## config.mk

```make
export PLATFORM = sky130hd
export DESIGN_NAME = text_term_writer
export DESIGN_NICKNAME = d
export VERILOG_FILES = /design/src/rtl/text_term_writer.sv
export SDC_FILE = /design/constraint.sdc
export NUM_CORES = 1
export LEC_CHECK = 0
export BUFFER_PORTS_ARGS = -buffer_cell sky130_fd_sc_hd__buf_2
export CORE_ASPECT_RATIO = 1.2
export CORE_MARGIN = 2
export CORE_UTILIZATION = 39
export DETAILED_ROUTE_END_ITERATION = 8
export PLACE_DENSITY = 0.7
export SETUP_SLACK_MARGIN = 0.05
export SYNTH_ARGS = -nofsm -noshare
export SYNTH_HDL_FRONTEND = slang
export SYNTH_SLANG_ARGS = --single-unit
```

## constraint.sdc

```tcl
create_clock -name clk -period 1.95 [get_ports clk]
set_input_delay 0.195 -clock clk [delete_from_list [all_inputs] [get_ports clk]]
set_output_delay 0.195 -clock clk [all_outputs]
set_load 0.1 [all_outputs]
```

## src/rtl/text_term_writer.sv

```systemverilog
// Text-terminal writer: ASCII stream in, cursor-tracked writes into the 80x25 screen RAM during display blanking.
// Optional macro TERM_LINE_CLEAR_EN: every row advance blanks the newly entered row.
module text_term_writer #(
    parameter int         COLS      = 80,
    parameter int         ROWS      = 25,
    parameter logic [7:0] BLANK_CHR = 8'h20
) (
    input  logic        clk,
    input  logic        rst,
    input  logic [7:0]  char_i,
    input  logic        char_valid_i,
    output logic        char_ready_o,
    input  logic        ram_grant_i,
    output logic [11:0] ram_addr_o,
    output logic [7:0]  ram_data_o,
    output logic        ram_wren_o,
    output logic [6:0]  cursor_col_o,
    output logic [4:0]  cursor_row_o,
    output logic        busy_o
);

    localparam logic [6:0] COL_MAX = 7'(COLS - 1);
    localparam logic [4:0] ROW_MAX = 5'(ROWS - 1);

`ifdef TERM_LINE_CLEAR_EN
    typedef enum logic [1:0] {S_IDLE, S_WRITE, S_CLEAR, S_LINE_CLR} state_t;
`else
    typedef enum logic [1:0] {S_IDLE, S_WRITE, S_CLEAR} state_t;
`endif

    state_t      state_q, state_d;
    logic [6:0]  col_q, col_d;
    logic [4:0]  row_q, row_d;
    logic [11:0] addr_q, addr_d;
    logic [7:0]  data_q, data_d;
    logic [4:0]  next_row;
    logic [4:0]  addr_row;
    logic [6:0]  addr_col;

    assign next_row = (row_q == ROW_MAX) ? 5'd0 : row_q + 5'd1;
    assign addr_row = addr_q[11:7];
    assign addr_col = addr_q[6:0];

    always_ff @(posedge clk) begin
        if (rst) begin
            state_q <= S_IDLE;
            col_q   <= 7'd0;
            row_q   <= 5'd0;
            addr_q  <= 12'd0;
            data_q  <= 8'd0;
        end else begin
            state_q <= state_d;
            col_q   <= col_d;
            row_q   <= row_d;
            addr_q  <= addr_d;
            data_q  <= data_d;
        end
    end

    always_comb begin
        state_d = state_q;
        col_d   = col_q;
        row_d   = row_q;
        addr_d  = addr_q;
        data_d  = data_q;
        case (state_q)
            S_IDLE: begin
                if (char_valid_i) begin
                    if (char_i == 8'h0D) begin
                        col_d = 7'd0;
                    end else if (char_i == 8'h0A) begin
                        row_d = next_row;
`ifdef TERM_LINE_CLEAR_EN
                        state_d = S_LINE_CLR;
                        addr_d  = {next_row, 7'd0};
                        data_d  = BLANK_CHR;
`endif
                    end else if (char_i == 8'h08) begin
                        if (col_q != 7'd0) begin
                            col_d = col_q - 7'd1;
                        end else if (row_q != 5'd0) begin
                            row_d = row_q - 5'd1;
                            col_d = COL_MAX;
                        end
                    end else if (char_i == 8'h0C) begin
                        state_d = S_CLEAR;
                        addr_d  = 12'd0;
                        data_d  = BLANK_CHR;
                    end else if (char_i >= 8'h20 && char_i != 8'h7F) begin
                        state_d = S_WRITE;
                        addr_d  = {row_q, col_q};
                        data_d  = char_i;
                    end
                end
            end
            S_WRITE: begin
                if (ram_grant_i) begin
                    state_d = S_IDLE;
                    if (col_q == COL_MAX) begin
                        col_d = 7'd0;
                        row_d = next_row;
`ifdef TERM_LINE_CLEAR_EN
                        state_d = S_LINE_CLR;
                        addr_d  = {next_row, 7'd0};
                        data_d  = BLANK_CHR;
`endif
                    end else begin
                        col_d = col_q + 7'd1;
                    end
                end
            end
            S_CLEAR: begin
                if (ram_grant_i) begin
                    if (addr_col == COL_MAX) begin
                        if (addr_row == ROW_MAX) begin
                            state_d = S_IDLE;
                            col_d   = 7'd0;
                            row_d   = 5'd0;
                        end else begin
                            // skip the unused columns 80..127 of each row
                            addr_d = {addr_row + 5'd1, 7'd0};
                        end
                    end else begin
                        addr_d = addr_q + 12'd1;
                    end
                end
            end
`ifdef TERM_LINE_CLEAR_EN
            S_LINE_CLR: begin
                if (ram_grant_i) begin
                    if (addr_col == COL_MAX) begin
                        state_d = S_IDLE;
                    end else begin
                        addr_d = addr_q + 12'd1;
                    end
                end
            end
`endif
            default: state_d = S_IDLE;
        endcase
    end

    assign char_ready_o = (state_q == S_IDLE);
    assign busy_o       = (state_q != S_IDLE);
    assign ram_wren_o   = ram_grant_i & (state_q != S_IDLE);
    assign ram_addr_o   = addr_q;
    assign ram_data_o   = data_q;
    assign cursor_col_o = col_q;
    assign cursor_row_o = row_q;

endmodule

```

== Yosys cells after proc, flatten, opt, wreduce, memory -nomap -nowiden ==
Index checks and enable logic that the tools add are counted.
W data, S select, Z words.
Word-level totals
  register bits: 34
  input bits: 12
  output and inout bits: 35
  word-level logic and storage cells: 105
Cells by class
  add/sub/neg operators: 6
  $lt $le $gt $ge: 1
  equal/unequal tests: 28
  multiplexer cells: 48
  bitwise operators: 4
  reduce and logical (&&, ||, !) cells: 13
Operator list (number)
  $mux W12: 9
  $mux W7: 11
  $mux W5: 12
  $eq A8 B4 Y1 const B: 4
  $pmux W12 S2: 1
  $pmux W7 S3: 1
  $mux W2: 10
  $ne A2 B2 Y1 const B: 9
  $reduce_and A9 Y1: 2
  $mux W8: 2
  $pmux W5 S3: 1
  $eq A7 B7 Y1 const B: 2
  $add A12 B1 Y12 const B: 1
  $ne A3 B1 Y1 const B: 4
  $reduce_and A11 Y1: 1
  $add A5 B1 Y5 const B: 2
  $eq A5 B5 Y1 const B: 2
  $ne A3 B3 Y1 const B: 3
  $ge A8 B6 Y1 const B: 1
  $ne A8 B7 Y1 const B: 1
  $reduce_and A8 Y1: 1
  $add A7 B1 Y7 const B: 1
  $reduce_bool A7 Y1: 1
  $sub A7 B1 Y7 const B: 1
  other kinds (13): 17

== Logic depth before layout (Yosys ltp) ==
Gate-level depths: netlist (run 1).
  depth after elaboration: 9
  gate-level depth with buffers: 8

== Least setup slack after synthesis (run 1) ==
OpenSTA, ideal clock, no wires.
  path kind: flip-flop to flip-flop
  from: register state_q[0]
  to: register row_q[3], in the netlist cursor_row_o[3]
  library setup time: 131 ps
  arrival time: 2823 ps
  required time: 1819 ps
  setup slack: -1004 ps
  stages on the path, launching flop included: 9
  buffers on the path: 1
  cell sequence: dfxtp_1 -> inv_1 -> ha_1 -> buf_2 -> inv_1 -> a311oi_2 -> a221o_2 -> o311ai_1 -> o41ai_1
Between the ends
  longest elaborated chain between the ends: 3
  elaborated cells between the ends (all ways): 16
  those cells by class: eq/ne: 12; mux: 1; reduce/logical: 3
RTL lines
  from (decl): line 31  | state_t state_q, state_d;
  from (signal assigned): line 52  | state_q <= state_d;
  $logic_not A2 Y1 (*)
  via char_ready_o: line 12  | output logic char_ready_o,
  $ne A3 B1 Y1 (no line) (tied with other cells)
  $reduce_and A11 Y1 (no line)
  to (signal assigned): line 54  | row_q <= row_d;
  to (decl): line 33  | logic [4:0] row_q, row_d;
The timed path passes the listed nets; every way through them passes the cells marked *.
A chain may end at the register's enable or synchronous reset.

== Final worst setup path (run 1) ==
  from: register row_q[0], in the netlist cursor_row_o[0]
  to: register row_q[4], in the netlist cursor_row_o[4]
Between the ends
  longest elaborated chain between the ends: 8
  elaborated cells between the ends (all ways): 16
  those cells by class: add/sub: 2; eq/ne: 2; mux: 10; reduce/logical: 2
RTL lines
  $sub A5 B1 Y5: line 82  | row_d = row_q - 5'd1;
  $mux W5: line 81  | end else if (row_q != 5'd0) begin
  $mux W5: line 79  | if (col_q != 7'd0) begin
  $mux W5: line 78  | end else if (char_i == 8'h08) begin
  $mux W5: line 71  | end else if (char_i == 8'h0A) begin
  $mux W5: line 69  | if (char_i == 8'h0D) begin
  $mux W5: line 68  | if (char_valid_i) begin
  $pmux W5 S3: line 66  | case (state_q)
Several ways; a longest one is shown, not always the timed one. The select of a mux whose other input is x is not followed.

==> results.txt, run 1 <==
clk_lat worst skew - 290 ps
clock buffer count from CTS - 5
initial core utilization - 39.6%
library cells used by synthesis - 71
Fill cells - 617
Pleak - 1.51 nW
Worst setup EP type - register
endpoints failing hold - 0
top post-synthesis cells by area - dfxtp_1, ha_1, a21oi_1
Hold WC Path Type - primary input to register
Req. time, crit path - 2130 ps
post-cts hold buffer count - 0
antenna cells - 0
GP Congestion - 0.882
grt ovf - 0
top post-synthesis cells by count - dfxtp_1, a21oi_1, inv_1, nor2_1, nand2_1
vias in the first global route - 2851
via count - 2976
Routed Antenna Nets - 0
DRT Pass-1 Iters - 5
multiplexer share of the synthesized area - 4.18%
worst slew pin tran - 503 ps
simple-gate share of the synthesized area - 24.7%
hold depth - 3
clock root buffer - clkbuf_8
clock skew - 4.99 ps
XOR/XNOR share of the synthesized area - 0.658%
area share of fa/ha/maj cells after synthesis - 5.17%
Nets - 438
Final Util - 54.5%
Final min period - 1920 ps
Hold WS - 211 ps
type of origin of the critical path - register
clock slew at reported path FFs - 70 ps
EDFF count, synth - 0
PortBufs - 46
Mapped Area - 0.00266 sq mm
WL final - 8400 um
top_reg_cell synth - dfxtp_1
Num Clock Sinks - 34
H-tree levels - 2
grt met1 use - 25.4%
initial antenna violation count - 0
slew margin rel. - 66.4%
synthesis warning total - 0
Most Crowded Layer GR - met2
Max-cap violations - 0
RSZ-0062 raised after global routing - yes
Core ar. - 0.00673 sq mm
first-pass GRT wire length - 13200 um
Seq/Total Area, Yosys - 25.6%
chip width - 79.4 um
GRT Overall Usage - 21.9%
CTS tree - yes
R2R cell count - 7
Max clock buf depth - 2
asr flop ratio synth - 0%
initial DRC count - 159
met3 Use GR - 2.96%
# setup viols final - 0
Via density - 5.92
Critical Path AT - 2100 ps
cell taking the most area after synthesis - dfxtp_1
worst-path fanout max - 5
Post-route DRC - 0
#FFs+latches synth - 34
Fmax - 0.521 GHz
largest family of logic cells by synthesized area - compound AO/OA/AOI/OAI gates
Synth Area in Compound Gates - 32.1%
status - complete, no violations
Synth top area share - 25.6%
Fin Setup TNS - 0 ps
largest net degree at the start of global routing - 32
layout cells sized above 1 - 44.2%
P&R area growth vs syn - 37.8%
GRT met2 Usage - 39.8%
Slew Limit Fails - 0
Row Count - 33
fin crit share - 98.4%
Die ar. - 0.00751 sq mm
Final HPWL DP - 6140 um
Synth Net Count - 352
Worst VDD drop - 0.336 mV
most numerous cell in the Yosys netlist - dfxtp_1
Post-Syn Area per Cell - 8.10 sq um
routed length per instance - 16.7 um
DIE HEIGHT - 94.5 um
Mapped Cells - 329
total power - 2.95 mW
Crit Path Class - register to register
Top Ports - 47
Pwr per Cell Area - 805 mW/mm^2
==> area by class of cell <==
type | count | area [sq um] | area share [%]
Timing Repair Buffer | 103 | 677 | 18.4
Clock inverter | 1 | 5.00 | 0.136
Clock buffer | 7 | 86.3 | 2.35
Multi-Input combinational cell | 249 | 1970 | 53.6
Inverter | 22 | 88.8 | 2.42
Tap cell | 87 | 109 | 2.97
Sequential cell | 34 | 736 | 20.0
==> critical path, stage by stage (launching register included) <==
cell      delay (ps)
dfxtp_4          350
inv_4             60
ha_4             120
or4b_4           450
a311oi_2         300
a221o_2          250
nor2_4            60
o2111a_1         220
==> registers in the layout (all words and copies together) (netlist names) <==
name          flops
ram_data_o        8
state_q           2
cursor_col_o      7
cursor_row_o      5
ram_addr_o       12
==> placed cells by master, fill, tap and decap left out, drive strengths merged, types with 3 or more instances in the layout <==
cell    instances
ha             11
nand4           4
a31oi           4
a21oi          23
nor3           13
or4             3
buf           103
and3            8
nor4            3
clkbuf          7
nand3          13
o31ai           4
a211oi          8
nor2b           7
a22oi           5
o211ai          3
o21ai          16
o221a           4
a32oi           6
a21o            4
o221ai          3
o21a            3
o41ai           3
nor2           23
and4b           3
dfxtp          34
inv            21
mux2i          10
nor3b           3
nand2b          6
nand2          16
o32ai           4
==> cells by family after synthesis <==
family,count (synthesis)
AO/OA/AOI/OAI,113
adder cells (fa/ha/maj),11
XOR/XNOR,2
AND/OR/NAND/NOR,112
flip-flops,34
multiplexers,11
buffers and inverters,46
==> final timing paths <==
path	from	end	slack (ps)
worst min-delay path	char_i[7]	ram_data_o[7]	210
worst min register to register	ram_data_o[5]	ram_data_o[5]	500
worst max register to register	cursor_row_o[0]	cursor_row_o[4]	30
worst max-delay path	cursor_row_o[0]	cursor_row_o[4]	30
==> per-stage QoR <==
step / instances / worst slack (ps) / instance area (sq um)
floorplan: 329 / -396 / 2780
global placement: 487 / -0.141 / 3350
detailed placement: 487 / -54.3 / 3350
CTS: 496 / 50.8 / 3460
global route: 503 / -42.5 / 3670
finish: 503 / 31.0 / 3670
==> routing by layer <==
metal / wire [um] / vias up
met2: 4370 / 93
met3: 322 / 21
met4: 204 / 0
met5: 0 / -
li1: - / 1432
met1: 3500 / 1430
==> power by group <==
part / internal, mW / switching [mW] / leakage [nW]
Combinational: 0.524 / 1.06 / 1.17
Sequential: 0.763 / 0.0580 / 0.291
Clock: 0.285 / 0.267 / 0.0482
==> timing repair <==
item,in CTS,in global routing
setup buffers,1,7
endpoints found under the setup margin,4,28
cloned,0,0
resized for setup,6,34
pin swaps,2,11
Power figures use the tool's default switching activity.
==> run 2: changes to the inputs <==
- BUFFER_PORTS_ARGS: -buffer_cell sky130_fd_sc_hd__buf_2 -> -buffer_cell sky130_fd_sc_hd__buf_4
- CTS_CLUSTER_SIZE: unset -> 20
==> run 2 against run 1 <==
Effect of this change:
- power up 1.3%
- sequential share of layout area down 0.52 points
- critical endpoint is now cursor_row_o[2]
- final cell count down 0.20%
- sequential power up 2%
==> results.txt, run 2 (synthesis results as in run 1) <==
Final Util - 56.4%
total power - 2.99 mW
Die ar. - 0.00751 sq mm
WL final - 8710 um
chip width - 79.4 um
Slew Limit Fails - 0
P&R area growth vs syn - 42.4%
setup slack, reg-to-reg - 40 ps
Final Non-Filler Cells - 502
met3 Use GR - 3.63%
grt ovf - 0
worst slew pin tran - 492 ps
largest net degree at the start of global routing - 33
Critical Path AT - 2070 ps
GRT met2 Usage - 40.6%
routed length per instance - 17.3 um
Crit Path Class - register to register
slew margin rel. - 67.1%
Pleak - 1.51 nW
clock slew at reported path FFs - 70 ps
Core ar. - 0.00673 sq mm
clock root buffer - clkbuf_8
DIE HEIGHT - 94.5 um
initial antenna violation count - 0
GRT Overall Usage - 23.1%
Worst setup EP type - register
initial core utilization - 39.6%
Pwr per Cell Area - 788 mW/mm^2
antenna cells - 0
first-pass GRT wire length - 13800 um
Most Crowded Layer GR - met2
vias in the first global route - 2901
Row Count - 33
Final Cell Area - 0.00379 sq mm
DRT Pass-1 Iters - 5
Largest register FFs - 12
endpoints failing hold - 0
Hold WC Path Type - primary input to register
CTS tree - yes
RSZ-0062 raised after global routing - yes
cell total after placement - 488
type of origin of the critical path - register
Worst VDD drop - 0.299 mV
status - complete, no violations
grt met1 use - 27.7%
via count - 3018
Fmax - 0.522 GHz
Num Clock Sinks - 34
fin crit share - 98.2%
Max-cap violations - 0
# setup viols final - 0
Routed Antenna Nets - 0
Post-route DRC - 0
Final HPWL DP - 6280 um
Max clock buf depth - 2
Req. time, crit path - 2100 ps
layout cells sized above 1 - 43.9%
clock buffer count from CTS - 5
clock skew - 6.97 ps
commonest non-fill, non-tap cell in the layout - buf_4
Final min period - 1910 ps
worst-path fanout max - 3
Via density - 6.01
H-tree levels - 2
Nets - 437
commonest non-fill, non-tap cells in the layout - buf_4, nor2_1, a21oi_1, nand2_1, inv_1
PortBufs - 46
GP Congestion - 0.896
placed standard-cell area - 0.00348 sq mm
clk_lat worst skew - 290 ps
initial DRC count - 204
Top Ports - 47
==> run 2: cell types whose count changed in the layout (fill, tap and decap cells not counted), sizes merged <==
| cell | before | now |
|---|---|---|
| buf | 103 | 102 |
| clkbuf | 7 | 6 |
| clkinv | 1 | 2 |
==> run 2: metrics by stage <==
| stage | hold slack [ps] | TNS, ps | setup WS, ps |
|---|---|---|---|
| 2_1_floorplan | 342 | -7830 | -396 |
| 3_3_place_gp | 464 | 0 | 4.21 |
| 3_5_place_dp | 485 | -64.3 | -45.0 |
| 4_1_cts | 187 | 0 | 54.9 |
| 5_1_grt | 207 | -120 | -36.9 |
| 6_report | 188 | 0 | 35.2 |
==> run 2: worst paths after layout <==
check                                     start               to  cells past startpoint
worst min register to register    ram_data_o[5]    ram_data_o[5]                      2
worst max-delay path            cursor_row_o[1]  cursor_row_o[2]                      8
worst max register to register  cursor_row_o[1]  cursor_row_o[2]                      8
worst min-delay path                  char_i[6]    ram_data_o[6]                      3
==> run 2: power by group <==
group | switching [mW] | total [mW] | internal, mW
Clock | 0.274 | 0.520 | 0.246
Combinational | 1.07 | 1.64 | 0.570
Sequential | 0.0706 | 0.834 | 0.763
==> run 2: per-layer routing <==
layer  part of all wire [%]  vias to the layer above
met5                      0                        -
met4                    1.1                        0
met3                    4.6                       14
met2                     53                      102
met1                     41                     1464
li1                       -                     1438
==> run 2: cell type report <==
type,count,area [sq um]
fill,600,2940
inverter,22,101
multi-input combinational,249,1970
clock buffer,6,72.6
clock inverter,2,8.76
tap,87,109
sequential,34,741
timing repair buffer,102,790
==> run 2: critical path, cell delays in order (launching register included) <==
cell and delay (ps):
dfxtp_2 320, inv_2 80, ha_4 140, or4b_4 450
a311oi_2 300, a221oi_1 90, buf_4 180, a31oi_4 160
a211oi_1 70
==> run 2: what timing repair did <==
action,CTS,global route
hold buffers,0,0
pin swaps,4,8
setup endpoints to repair,14,22
buffers inserted,0,6
gates resized for setup,9,37
hold endpoints to repair,0,0
